### config.mk
export PLATFORM = sky130hd
export DESIGN_NAME = channel_scan_sequencer
export DESIGN_NICKNAME = d
export VERILOG_FILES = /design/src/rtl/channel_scan_sequencer.sv
export SDC_FILE = /design/constraint.sdc
export NUM_CORES = 1
export LEC_CHECK = 0
export CAP_MARGIN = 20
export CORE_ASPECT_RATIO = 0.5
export CORE_UTILIZATION = 47
export CTS_CLUSTER_DIAMETER = 200
export DETAILED_ROUTE_END_ITERATION = 8
export PLACE_DENSITY = 0.82
export RECOVER_POWER = 100
export SYNTH_ARGS = -nofsm -noshare
export SYNTH_HDL_FRONTEND = slang
export SYNTH_SLANG_ARGS = --single-unit
### constraint.sdc
create_clock -name iClk -period 2.8 [get_ports iClk]
set_input_delay 0.28 -clock iClk [delete_from_list [all_inputs] [get_ports iClk]]
set_output_delay 0.28 -clock iClk [all_outputs]
set_load 0.005 [all_outputs]
### src/rtl/channel_scan_sequencer.sv
// channel_scan_sequencer: steps a 3-bit channel select through 0..7 with a fixed dwell per channel and drives one-hot-low data words
// iClk/iRst: clock and synchronous active-high reset
// iValid/iPattern/oReady: channel-enable pattern handshake, accepted only in IDLE
// iContinuous: repeat the frame at wrap; iStop: abort the scan
// oA/oB/oC: channel select MSB..LSB; oData: data word; oBusy: scanning; oFrameDone: end-of-frame pulse
module channel_scan_sequencer #(
  parameter int DWELL = 4,
  parameter int CNT_W = 8
) (
  input  logic       iClk,
  input  logic       iRst,
  input  logic       iValid,
  input  logic [7:0] iPattern,
  output logic       oReady,
  input  logic       iContinuous,
  input  logic       iStop,
  output logic       oA,
  output logic       oB,
  output logic       oC,
  output logic [7:0] oData,
  output logic       oBusy,
  output logic       oFrameDone
);
  typedef enum logic {IDLE, SCAN} state_t;
  localparam logic [CNT_W-1:0] LAST = CNT_W'(DWELL - 1);
  state_t state_q, state_d;
  logic [2:0] ch_q, ch_d;
  logic [CNT_W-1:0] cnt_q, cnt_d;
  logic [7:0] pat_q, pat_d, data_d;
  logic done_d;
  // ch is held at 0 whenever the state is IDLE, so the select outputs come straight from the register
  assign {oA, oB, oC} = ch_q;
  assign oBusy = state_q == SCAN;
  assign oReady = state_q == IDLE;
  always_comb begin
    state_d = state_q;
    ch_d = ch_q;
    cnt_d = cnt_q;
    pat_d = pat_q;
    done_d = 1'b0;
    if (state_q == IDLE) begin
      if (iValid && !iStop) begin
        state_d = SCAN;
        pat_d = iPattern;
        ch_d = 3'd0;
        cnt_d = '0;
      end
    end else if (iStop) begin
      state_d = IDLE;
      ch_d = 3'd0;
      cnt_d = '0;
    end else if (cnt_q == LAST) begin
      cnt_d = '0;
      ch_d = ch_q + 3'd1;
      if (ch_q == 3'd7 && !iContinuous) begin
        state_d = IDLE;
        done_d = 1'b1;
      end
    end else begin
      cnt_d = cnt_q + 1'b1;
    end
    data_d = (state_d == SCAN && pat_d[ch_d]) ? ~(8'b1 << ch_d) : 8'hFF;
  end
  always_ff @(posedge iClk) begin
    if (iRst) begin
      state_q <= IDLE;
      ch_q <= 3'd0;
      cnt_q <= '0;
      pat_q <= 8'h00;
      oData <= 8'hFF;
      oFrameDone <= 1'b0;
    end else begin
      state_q <= state_d;
      ch_q <= ch_d;
      cnt_q <= cnt_d;
      pat_q <= pat_d;
      oData <= data_d;
      oFrameDone <= done_d;
    end
  end
endmodule

-- After elaboration in Yosys (flattened, before gate mapping)
Index checks and enable logic that the tools add are counted.
W data, S select, Z words.
- add/sub/neg operators: 2
- $lt $le $gt $ge: 1
- equality and inequality tests: 2
- shifts and indexed selects: 1
- mux-type cells: 18
- bitwise gates (word level): 4
- reduce and logical (&&, ||, !) cells: 8
- operators with widths (cell ; number):
    $mux W8 ; 6
    $mux W3 ; 4
    $add A8 B1 Y8 const B ; 1
    $eq A8 B2 Y1 const B ; 1
    $not A8 Y8 ; 1
    $shl A1 B3 Y8 const A ; 1
    $mux W1 ; 7
    $lt A3 B4 Y1 const B ; 1
    $reduce_or A4 Y1 ; 1
    $add A3 B1 Y3 const B ; 1
    $bmux W1 S3 ; 1
    $eq A3 B3 Y1 const B ; 1
    $logic_and A1 B1 Y1 ; 3
    $not A1 Y1 ; 3
    $logic_not A1 Y1 ; 2
    $reduce_bool A2 Y1 ; 1
    $reduce_or A2 Y1 ; 1
- bits in registers: 29
- word-level logic and storage cells: 42

-- Logic depth before layout (Yosys ltp)
Gate-level depths: netlist of the first run.
- depth in word-level cells: 9
- mapped depth: 6

-- Worst setup path after synthesis of the first run
No wires, ideal clock.
- path kind: register -> register
- start point: register cnt_q[0]
- end point: register oData[4]
- arrival time: 1778 ps
- required time: 2655 ps
- path slack: 877 ps
- cell stages (with the launch flop): 6
- clock period less this slack: 1923 ps
- cell sequence: dfxtp_1 -> ha_1 -> or4b_4 -> or4_1 -> o211ai_1 -> nand4_1
- longest elaborated chain between the ends: 9
- elaborated cells between the ends (all ways): 14
- those cells by class: eq/ne: 1; shift: 1; mux: 8; bitwise: 2; reduce/logical: 2
- ends and longest elaborated chain (item ; line ; RTL):
    start: declaration ; 28 ; logic [CNT_W-1:0] cnt_q, cnt_d;
    start signal: assignment ; 75 ; cnt_q <= cnt_d;
    $eq A8 B2 Y1 * ; 52 ; end else if (cnt_q == LAST) begin
    $mux W3 ; 52 ;
    $mux W3 ; 48 ; end else if (iStop) begin
    $mux W3 ; 41 ; if (state_q == IDLE) begin
    $bmux W1 S3 ; 62 ; data_d = (state_d == SCAN && pat_d[ch_d]) ? ~(8'b1 << ch_d) : 8'hFF;
    $mux W1 (not written as such) ; 62 ;
    $logic_and A1 B1 Y1 ; 62 ;
    $not A1 Y1 (no source line) ; -- ;
    $reduce_or A2 Y1 (no source line) ; -- ;
    end signal: assignment ; 77 ; oData <= data_d;
    end: declaration ; 20 ; output logic [7:0] oData,
Every way passes the cells marked *; elsewhere a longest branch is shown, timed or not. The select of a mux whose other input is x is not followed.
A chain may end at the register's enable or synchronous reset.

-- Final worst setup path of the first run
- start point: register cnt_q[0]
- end point: register oData[7]
Same word-level chain as after synthesis.

==> qor.csv, run 1 <==
stage;metric;value;unit
placed_design;io_buffers;26;
synthesis;ys_ff_latch;29;
layout;seqCellArea;580.6;µm²
global_route;antenna_found_initial;0;
global_route;grt_pass1_wl;4.788;mm
layout;utilization;0.6350;
synthesis;ys_seq_area_frac;0.4415;
clock_tree;cts_buffers;5;
timing;min_period;2.355;ns
floorplanning;die_area;3027;µm²
clock_tree;clk_latency;0.28;ns
placed_design;dpl_cell_area;1622;µm²
floorplanning;rows;13;
floorplanning;initial_core_util;0.5021;
detailed_routing;drtAntennaViolNets;0;
pwr;p_per_area;501.2;nW/µm²
timing;drv_slew;0;
layout;diodes;0;
layout;finish.instance_area;1663;µm²
setup_path;cp-start-kind;register;
clock_tree;post_cts_buffers;0;
timing;timing.hold.ws;0.4811;ns
flow_run;cap_viol_max_count;0;
detailed_routing;drt_iter0_drc;75;
timing;clock.fmax;0.4247;GHz
global_route;grt-ovfl-total;0;
detailed_routing;avgViaCountPerCell;5.645;
setup_path;required;2.95;ns
detailed_routing;dr.max_layer_used;met4;
detailed_routing;wl;3.023;mm
floorplanning;core_area;2619;µm²
clock_tree;cts_tree;done;
setup_path;worst_setup_path_end_kind;register;
setup_path;r2r-start;cnt_q[0]$_SDFFE_PP0P_;
setup_path;arrival;2.50;ns
synthesis;synth_top_flop_cell;dfxtp_1;
clock_tree;cts.sinks;29;
synthesis;synth_top_area_cell;dfxtp_1;
min_path;hold_depth;2;
clock_tree;root_buffer;clkbuf_8;
detailed_routing;vias;1129;
synthesis;synth_most_common_cell;dfxtp_1;
detailed_routing;wl_met2;1.377;mm
timing;slew_headroom;0.5677;
clock_tree;cts_hold_buf;0;
placed_design;gp_congestion;0.9149;
setup_path;crit_type;register to register;
timing;hold_viol_final;0;
min_path;holdPathEnd;pat_q[2]$_SDFF_PP0_;
detailed_routing;drc;1;
setup_path;ff2ff_setup_slack;0.45;ns
synthesis;synth_top_area_share;0.4415;
synthesis;synth_edf_count;0;
floorplanning;die_y;39.41;µm
min_path;hp-start;pat_q[2]$_SDFF_PP0_;
placed_design;placedCellCount;193;
floorplanning;die_w;76.81;µm
global_route;grt_max_degree;18;
pwr;p_leak;0.5900;nW
placed_design;dpl.hpwl;2.223;mm
synthesis;async_flop_share;0;
layout;final_nets;179;
pwr;ir_drop;0.2433;mV
clock_tree;ctsResizeCount;0;
clock_tree;cts.clk_slew.worst_paths;0.06;ns
layout;drive_above_1_share;0.07362;
detailed_routing;wl_met1;1.390;mm
layout;multi_input_area;670.6;µm²
synthesis;syn_inst;132;
setup_path;crit_fanout;5;
timing;finalCritPeriodShare;0.8409;
synthesis;yosys_warnings;0;
layout;final_cells;200;
timing;rsz0062_at_grt;false;
min_path;hp-class;register to register;
detailed_routing;met3_length;216;µm
layout;fillers;222;
setup_path;worst_r2r_endpoint;oData[7]$_SDFF_PP1_;
timing;setup_tns;0;ns
floorplanning;ios;27;
timing;skew;0.005090;ns
outcome;violations;design-rule violations;
synthesis;synth_common_cells;dfxtp_1 (29), nor2_1 (16), mux2i_1 (6);
synthesis;synth.distinct_cells;45;
outcome;run_status;finished, violations left;
detailed_routing;detail_route.wl_per_cell;15.12;µm
layout;area_delta_synth_final;26.45;%
synthesis;synth.avg_cell_area;9.962;µm²
detailed_routing;drt_pass1_iterations;6;
synthesis;netlist_area;1315;µm²
synthesis;synth.area.top_cells;dfxtp_1 (44%), mux2i_1 (4.6%), nor2_1 (4.6%);
synthesis;synthesis.nets;148;
clock_tree;htreeDepth;2;
timing;tightestPinTransition;0.6464;ns
timing;setup_violations;0;
global_route;grt_usage;0.2241;
setup_path;rr_worst_depth;5;
global_route;first_global_vias;990;
clock_tree;cts_buffer_depth;2;
## cell usage in the layout, fill, tap and decap left out, drive strengths merged, types with 2 or more instances in the layout
cell / n
clkbuf: 9
nor4: 2
inv: 3
nor2: 16
or3: 2
nand4b: 4
a211oi: 2
ha: 3
nand4: 5
o2111ai: 2
and2: 2
dfxtp: 29
xor2: 5
o21ai: 4
dlygate4sd3: 14
nand2: 4
nor4b: 2
nor3: 3
mux2i: 6
o211a: 2
nor2b: 4
mux2: 2
nand2b: 2
clkdlybuf4s50: 12
nor3b: 2
a21oi: 4
o211ai: 2
## worst max-delay path, cell delays in order (launching register included)
cell and delay [ns]:
dfxtp_1 0.39, ha_1 0.26, or4b_1 0.56, nor3_1 0.50
a221oi_1 0.27, nand4b_1 0.25
## routing by layer
layer	vias up	GRT usage
li1	558	-
met2	39	0.3638
met1	528	0.2694
met5	-	0
met3	4	0.09535
met4	0	0.08654
## per-stage QoR
stage | power [mW] | setup slack (ns)
2_1_floorplan | 0.4730 | 0.8767
3_3_place_gp | 0.5041 | 0.6511
3_5_place_dp | 0.5063 | 0.5826
4_1_cts | 0.8455 | 0.5904
5_1_grt | 0.8682 | 0.3133
6_report | 0.8334 | 0.4454
## area by class of cell
type / instances / area share
inverters: 3 / 0.006772
well taps: 37 / 0.02784
repair buffers: 28 / 0.1610
clock buffers: 7 / 0.05192
flip-flops and latches: 29 / 0.3491
multi-input cells: 96 / 0.4033
## report_power, final
group	internal (mW)	leakage (nW)	switching (mW)
Clock	0.194	0.0443	0.145
Sequential	0.421	0.235	0.00615
Combinational	0.0342	0.310	0.0326
Total	0.650	0.590	0.183
## state kept, by name, summed over array words and instances (netlist names)
register    flops
cnt_q           8
oData           8
pat_q           8
ch_q            3
oBusy           1
oFrameDone      1
## worst max-delay path by stage
stage / from / to / slack, ns
finish: cnt_q[0]$_SDFFE_PP0P_ / oData[7]$_SDFF_PP1_ / 0.45
global placement: iValid / oData[1]$_SDFF_PP1_ / 0.65
CTS: cnt_q[0]$_SDFFE_PP0P_ / oData[1]$_SDFF_PP1_ / 0.59
floorplan: cnt_q[0]$_SDFFE_PP0P_ / oData[4]$_SDFF_PP1_ / 0.88
global route: cnt_q[0]$_SDFFE_PP0P_ / oData[5]$_SDFF_PP1_ / 0.31
detailed placement: iValid / oData[1]$_SDFF_PP1_ / 0.58
## logic make-up (layout without fill, tap and decap cells)
family,count (synthesis),count (layout),synth area share
XOR/XNOR,6,6,0.03996
adder cells (fa/ha/maj),3,3,0.02855
buffers and inverters,7,38,0.01998
multiplexers,8,8,0.06280
AND/OR/NAND/NOR,55,55,0.2474
flip-flops,29,29,0.4415
AO/OA/AOI/OAI,24,24,0.1599
Note: power is estimated with default switching activity, not from simulation.
==> inputs of run 2 (changes only) <==
--- a/config.mk
+++ b/config.mk
@@ -7,7 +7,7 @@
 export LEC_CHECK = 0
 export CAP_MARGIN = 20
 export CORE_ASPECT_RATIO = 0.5
-export CORE_UTILIZATION = 47
+export CORE_UTILIZATION = 45
 export CTS_CLUSTER_DIAMETER = 200
 export DETAILED_ROUTE_END_ITERATION = 8
 export PLACE_DENSITY = 0.82
==> constraint.sdc (replaced) <==
create_clock -name iClk -period 2.05 [get_ports iClk]
set_input_delay 0.205 -clock iClk [delete_from_list [all_inputs] [get_ports iClk]]
set_output_delay 0.205 -clock iClk [all_outputs]
set_load 0.005 [all_outputs]
==> run 2 against run 1 <==
The run now ends clean; utilization up 4.3 points; clock skew down 0.0016 ns; count of clock-buffer cells in the layout unchanged; largest cell class unchanged; highest routed layer unchanged.
==> qor.csv, run 2 (same netlist as run 1, synthesis figures left out) <==
stage;metric;value;unit;change
outcome;run_status;finished, final reports clean;;was finished, violations left
detailed_routing;wl;3.191;mm;was 3.023 mm
global_route;first_global_vias;1011;;was 990
timing;min_period;1.993;ns;was 2.355 ns
detailed_routing;drt_pass1_iterations;4;;was 6
floorplanning;ios;27;;unchanged
timing;tightestPinTransition;0.4565;ns;was 0.6464 ns
detailed_routing;drt_iter0_drc;57;;was 75
min_path;hp-class;register to register;;unchanged
global_route;antenna_found_initial;0;;unchanged
setup_path;crit_type;register to register;;unchanged
layout;drive_above_1_share;0.1657;;was 0.07362
global_route;top_usage_layer;met2;;unchanged
pwr;p_per_area;709.1;nW/µm²;was 501.2 nW/µm²
setup_path;max_stage_delay;0.52;ns;was 0.56 ns
global_route;grt_use_met2;0.3816;;was 0.3638
layout;diodes;0;;unchanged
layout;area_delta_synth_final;38.44;%;was 26.45%
setup_path;r2r-start;cnt_q[0]$_SDFFE_PP0P_;;unchanged
clock_tree;post_cts_buffers;0;;unchanged
setup_path;crit_fanout;5;;unchanged
pwr;p_leak;0.6780;nW;was 0.5900 nW
timing;setup_violations;0;;unchanged
placed_design;gp_congestion;0.8958;;was 0.9149
min_path;hold_depth;2;;unchanged
clock_tree;cts.sinks;29;;unchanged
clock_tree;root_buffer;clkbuf_8;;unchanged
min_path;holdPathEnd;pat_q[2]$_SDFF_PP0_;;unchanged
timing;setup_tns;0;ns;unchanged
floorplanning;die_w;78.45;µm;was 76.81 µm
min_path;hp-start;pat_q[2]$_SDFF_PP0_;;unchanged
timing;drv_slew;0;;unchanged
placed_design;dpl.hpwl;2.285;mm;was 2.223 mm
pwr;ir_drop;0.4796;mV;was 0.2433 mV
setup_path;worst_r2r_endpoint;oData[1]$_SDFF_PP1_;;was oData[7]$_SDFF_PP1_
global_route;grt_pass1_wl;5.016;mm;was 4.788 mm
setup_path;cp-start-kind;register;;unchanged
detailed_routing;avgViaCountPerCell;5.505;;was 5.645
clock_tree;htreeDepth;2;;unchanged
setup_path;rr_worst_depth;5;;unchanged
timing;hold_viol_final;0;;unchanged
global_route;grt_usage;0.2280;;was 0.2241
layout;top_regs;cnt_q: 8 flops, oData: 8 flops, pat_q: 8 flops;;unchanged
setup_path;ff2ff_setup_slack;0.06;ns;was 0.45 ns
setup_path;required;2.19;ns;was 2.95 ns
clock_tree;ctsResizeCount;0;;unchanged
detailed_routing;drtAntennaViolNets;0;;unchanged
clock_tree;cts_tree;done;;unchanged
timing;finalCritPeriodShare;0.9721;;was 0.8409
floorplanning;rows;13;;unchanged
clock_tree;cts.clk_slew.worst_paths;0.06;ns;about the same
floorplanning;die_area;3156;µm²;was 3027 µm²
timing;rsz0062_at_grt;false;;unchanged
layout;final_nets;190;;was 179
global_route;grt-ovfl-total;0;;unchanged
layout;final_common_cell;dfxtp_1;;unchanged
global_route;use_met1;0.2840;;was 0.2694
floorplanning;initial_core_util;0.4900;;was 0.5021
setup_path;path_cells;ha_4, or4b_4, o211a_1, nor4_1, nand4_1;;was ha_1, or4b_1, nor3_1, a221oi_1, nand4b_1
clock_tree;cts_buffer_depth;2;;unchanged
detailed_routing;drc;0;;was 1
detailed_routing;detail_route.wl_per_cell;15.05;µm;was 15.12 µm
clock_tree;clk_latency;0.28;ns;about the same
timing;skew;0.003491;ns;was 0.005090 ns
floorplanning;core_area;2684;µm²;was 2619 µm²
floorplanning;die_y;40.23;µm;was 39.41 µm
global_route;use_met3;0.06364;;was 0.09535
timing;clock.fmax;0.5018;GHz;was 0.4247 GHz
timing;slew_headroom;0.6934;;was 0.5677
setup_path;arrival;2.13;ns;was 2.50 ns
clock_tree;cts_hold_buf;0;;unchanged
setup_path;worst_setup_path_end_kind;register;;unchanged
clock_tree;cts_buffers;5;;unchanged
global_route;grt_max_degree;15;;was 18
timing;timing.hold.ws;0.4918;ns;was 0.4811 ns
detailed_routing;vias;1167;;was 1,129
flow_run;cap_viol_max_count;0;;unchanged
setup_path;cp_slowest_cell;or4b_4;;was or4b_1
placed_design;io_buffers;26;;unchanged
layout;final_cell_mix;dfxtp_1 (27), nor2_1 (16), dlygate4sd3_1 (14), clkdlybuf4s50_1 (12), buf_4 (11);;was dfxtp_1 (29), nor2_1 (16), dlygate4sd3_1 (14), clkdlybuf4s50_1 (12)
-- run 2: critical path, delay by kind of cell, from the launching register on --
kind	cells	cell delay, ns
AOI/OAI and AO/OA	1	0.29
and+or+nand+nor	3	1.07
adders and majority gates	1	0.16
DFF	1	0.35
-- run 2: metrics by stage --
stage	instance area, µm²	utilization	std cells	worst slack (ns)	power (mW)
6_report	1821	0.6783	212	0.05714	1.291
4_1_cts	1821	0.6783	212	0.03290	1.303
5_1_grt	1821	0.6783	212	0.02039	1.349
3_5_place_dp	1704	0.6350	204	0.03632	0.7058
2_1_floorplan	1315	-	132	0.1267	0.6460
3_3_place_gp	1704	0.6350	204	0.1287	0.7029
-- run 2: worst max-delay path by stage --
stage,startpoint,end,slack (ns),cells after the start
2_1_floorplan,cnt_q[0]$_SDFFE_PP0P_,oData[4]$_SDFF_PP1_,0.13,5
3_3_place_gp,cnt_q[0]$_SDFFE_PP0P_,oData[6]$_SDFF_PP1_,0.13,5
3_5_place_dp,cnt_q[0]$_SDFFE_PP0P_,oData[1]$_SDFF_PP1_,0.04,5
4_1_cts,cnt_q[1]$_SDFFE_PP0P_,oData[1]$_SDFF_PP1_,0.03,5
5_1_grt,cnt_q[0]$_SDFFE_PP0P_,oData[1]$_SDFF_PP1_,0.02,5
6_report,cnt_q[0]$_SDFFE_PP0P_,oData[1]$_SDFF_PP1_,0.06,5
-- run 2: routing by layer --
metal  part of all wire  vias to the layer above
li1                   -                      580
met1               0.48                      541
met2               0.45                       40
met3              0.059                        6
met4              0.010                        0
met5                  0                        -
-- run 2: layout make-up --
type / instances / area, µm²
fill: 224 / 863.3
multi-input combinational: 96 / 713.2
sequential: 29 / 583.1
timing repair buffer: 39 / 350.3
clock buffer: 7 / 86.33
tap: 37 / 46.29
clock inverter: 1 / 30.03
inverter: 3 / 11.26
-- run 2: power by group --
group / leakage [nW] / switching (mW) / internal (mW)
Clock: 0.0585 / 0.201 / 0.395
Combinational: 0.383 / 0.0509 / 0.0590
Sequential: 0.236 / 0.00821 / 0.576
Total: 0.678 / 0.261 / 1.03
==> inputs of run 3 (changes only) <==
--- a/config.mk
+++ b/config.mk
@@ -11,7 +11,7 @@
 export CTS_CLUSTER_DIAMETER = 200
 export DETAILED_ROUTE_END_ITERATION = 8
 export PLACE_DENSITY = 0.82
-export RECOVER_POWER = 100
+export RECOVER_POWER = 25
 export SYNTH_ARGS = -nofsm -noshare
 export SYNTH_HDL_FRONTEND = slang
 export SYNTH_SLANG_ARGS = --single-unit
==> run 3 against run 2 <==
Worst setup slack improved by 0.038 ns; count of clock-buffer cells in the layout did not move; final cell count did not move; largest power group unchanged; global-route usage did not move; sequential share of layout area fell by 0.46 points; largest cell class unchanged; clock skew barely moved; power rose by 0.28%.
==> qor.csv, run 3 (same netlist as run 1, synthesis figures left out) <==
stage;metric;value;unit;change
outcome;run_status;finished, final reports clean;;unchanged
detailed_routing;drt_iter0_drc;72;;was 57
pwr;p_per_area;701.0;nW/µm²;was 709.1 nW/µm²
clock_tree;cts_buffers;5;;unchanged
clock_tree;cts_buffer_depth;2;;unchanged
timing;rsz0062_at_grt;false;;unchanged
setup_path;path_buf_inv;1;;was 0
detailed_routing;wl_met1;1.520;mm;was 1.539 mm
global_route;grt_pass1_wl;5.016;mm;unchanged
detailed_routing;dr.max_layer_used;met4;;unchanged
detailed_routing;avgViaCountPerCell;5.434;;was 5.505
setup_path;worst_setup_path_end_kind;register;;unchanged
clock_tree;root_buffer;clkbuf_8;;unchanged
setup_path;crit_type;register to register;;unchanged
timing;hold_viol_final;0;;unchanged
detailed_routing;detail_route.wl_per_cell;14.73;µm;was 15.05 µm
pwr;p_switching;0.2614;mW;was 0.2606 mW
pwr;power_frac_comb;0.087;;was 0.085
pwr;pwr-share-seq;0.451;;was 0.453
layout;final_common_cell;dfxtp_1;;unchanged
global_route;first_global_vias;1011;;unchanged
min_path;hp-class;register to register;;unchanged
timing;slew_headroom;0.6746;;was 0.6934
flow_run;cap_viol_max_count;0;;unchanged
layout;top_regs;cnt_q: 8 flops, oData: 8 flops, pat_q: 8 flops;;unchanged
timing;finalCritPeriodShare;0.9538;;was 0.9721
floorplanning;initial_core_util;0.4900;;unchanged
clock_tree;cts.sinks;29;;unchanged
placed_design;io_buffers;26;;unchanged
clock_tree;htreeDepth;2;;unchanged
timing;clock.fmax;0.5115;GHz;was 0.5018 GHz
pwr;p_clk_frac;0.461;;was 0.462
pwr;p_int;1.033;mW;was 1.030 mW
floorplanning;ios;27;;unchanged
clock_tree;cts_tree;done;;unchanged
timing;min_period;1.955;ns;was 1.993 ns
detailed_routing;met3_length;169;µm;was 188 µm
timing;tightestPinTransition;0.4871;ns;was 0.4565 ns
detailed_routing;wl;3.123;mm;was 3.191 mm
pwr;swShare;0.2019;;about the same
layout;final_nets;190;;unchanged
global_route;antenna_found_initial;0;;unchanged
clock_tree;cts.clk_slew.worst_paths;0.06;ns;about the same
clock_tree;cts_hold_buf;0;;unchanged
detailed_routing;drt_pass1_iterations;5;;was 4
clock_tree;clk_latency;0.28;ns;about the same
clock_tree;post_cts_buffers;0;;unchanged
layout;final_cell_mix;dfxtp_1 (27), clkdlybuf4s50_1 (17), nor2_1 (16), buf_4 (13), dlygate4sd3_1 (9);;was dfxtp_1 (27), nor2_1 (16), dlygate4sd3_1 (14), clkdlybuf4s50_1 (12), buf_4 (11)
setup_path;arrival;2.10;ns;was 2.13 ns
layout;diodes;0;;unchanged
setup_path;crit_fanout;5;;unchanged
layout;finish.instance_area;1847;µm²;was 1821 µm²
detailed_routing;wl_met2;1.409;mm;was 1.429 mm
setup_path;max_stage_delay;0.52;ns;about the same
global_route;grt-ovfl-total;0;;unchanged
floorplanning;core_area;2684;µm²;unchanged
layout;drive_above_1_share;0.2000;;was 0.1657
setup_path;path_cells;ha_4, or4b_4, o211a_4, nor3_1, buf_4, nand4b_1;;was ha_4, or4b_4, o211a_1, nor4_1, nand4_1
floorplanning;rows;13;;unchanged
floorplanning;die_y;40.23;µm;unchanged
placed_design;dpl_cell_area;1704;µm²;unchanged
timing;setup_tns;0;ns;unchanged
layout;seqCellArea;583.1;µm²;unchanged
timing;setup_violations;0;;unchanged
placed_design;dpl.hpwl;2.285;mm;unchanged
detailed_routing;vias;1152;;was 1,167
placed_design;gp_congestion;0.8958;;unchanged
pwr;p_leak;0.6648;nW;was 0.6780 nW
layout;multi_input_area;732.0;µm²;was 713.2 µm²
floorplanning;die_area;3156;µm²;unchanged
global_route;grt_usage;0.2280;;unchanged
global_route;grt_max_degree;15;;unchanged
timing;skew;0.003656;ns;was 0.003491 ns
detailed_routing;drtAntennaViolNets;0;;unchanged
setup_path;required;2.19;ns;about the same
setup_path;cp_slowest_cell;or4b_4;;unchanged
pwr;ir_drop;0.4800;mV;was 0.4796 mV
setup_path;path_delay_family;simple AND/OR/NAND/NOR gates;;unchanged
floorplanning;die_w;78.45;µm;unchanged
timing;drv_slew;0;;unchanged
setup_path;cp-start-kind;register;;unchanged
detailed_routing;drc;0;;unchanged
layout;area_delta_synth_final;40.44;%;was 38.44%
layout;fillers;218;;was 224
run 3: final timing paths:
check,start,to,slack (ns),cells past startpoint
setup / recovery,cnt_q[0]$_SDFFE_PP0P_,oData[0]$_SDFF_PP1_,0.09,6
hold / removal,pat_q[3]$_SDFF_PP0_,pat_q[3]$_SDFF_PP0_,0.49,2
setup reg to reg,cnt_q[0]$_SDFFE_PP0P_,oData[0]$_SDFF_PP1_,0.09,6
hold reg to reg,pat_q[3]$_SDFF_PP0_,pat_q[3]$_SDFF_PP0_,0.49,2
run 3: power by group through the flow:
| stage | clock [mW] | sequential [mW] | combinational, mW |
|---|---|---|---|
| floorplan | 0 | 0.592 | 0.0536 |
| global placement | 0 | 0.594 | 0.109 |
| detailed placement | 0 | 0.595 | 0.111 |
| CTS | 0.609 | 0.582 | 0.112 |
| global route | 0.644 | 0.585 | 0.122 |
| finish | 0.597 | 0.584 | 0.113 |
run 3: worst min-delay path, delay by kind of cell (launching register included):
family / cells / cell delay (ns)
flip-flops: 1 / 0.30
AND/OR/NAND/NOR: 1 / 0.08
multiplexers: 1 / 0.07
run 3: area by class of cell:
cell class,count,area share
Clock inverter,1,0.01626
Clock buffer,7,0.04675
Tap cell,37,0.02507
Inverter,3,0.006098
Multi-Input combinational cell,96,0.3963
Timing Repair Buffer,39,0.1938
Sequential cell,29,0.3157
run 3: stage by stage:
step | instances | power [mW] | hold WS (ns) | util | setup WS, ns
2_1_floorplan | 132 | 0.6460 | 0.2766 | - | 0.1267
3_3_place_gp | 204 | 0.7029 | 0.4765 | 0.6350 | 0.1287
3_5_place_dp | 204 | 0.7058 | 0.4720 | 0.6350 | 0.03632
4_1_cts | 212 | 1.303 | 0.4897 | 0.6783 | 0.03290
5_1_grt | 212 | 1.352 | 0.5399 | 0.6881 | 0.02929
6_report | 212 | 1.295 | 0.4908 | 0.6881 | 0.09478
run 3: per-layer routing:
| metal | GRT usage | vias up |
|---|---|---|
| li1 | - | 581 |
| met4 | 0.1111 | 0 |
| met5 | 0 | - |
| met3 | 0.06364 | 2 |
| met2 | 0.3816 | 34 |
| met1 | 0.2840 | 535 |
run 3: what timing repair did:
item | CTS | global route
gates resized for setup | 0 | 6
hold endpoints to repair | 0 | 0
setup endpoints to repair | 0 | 8
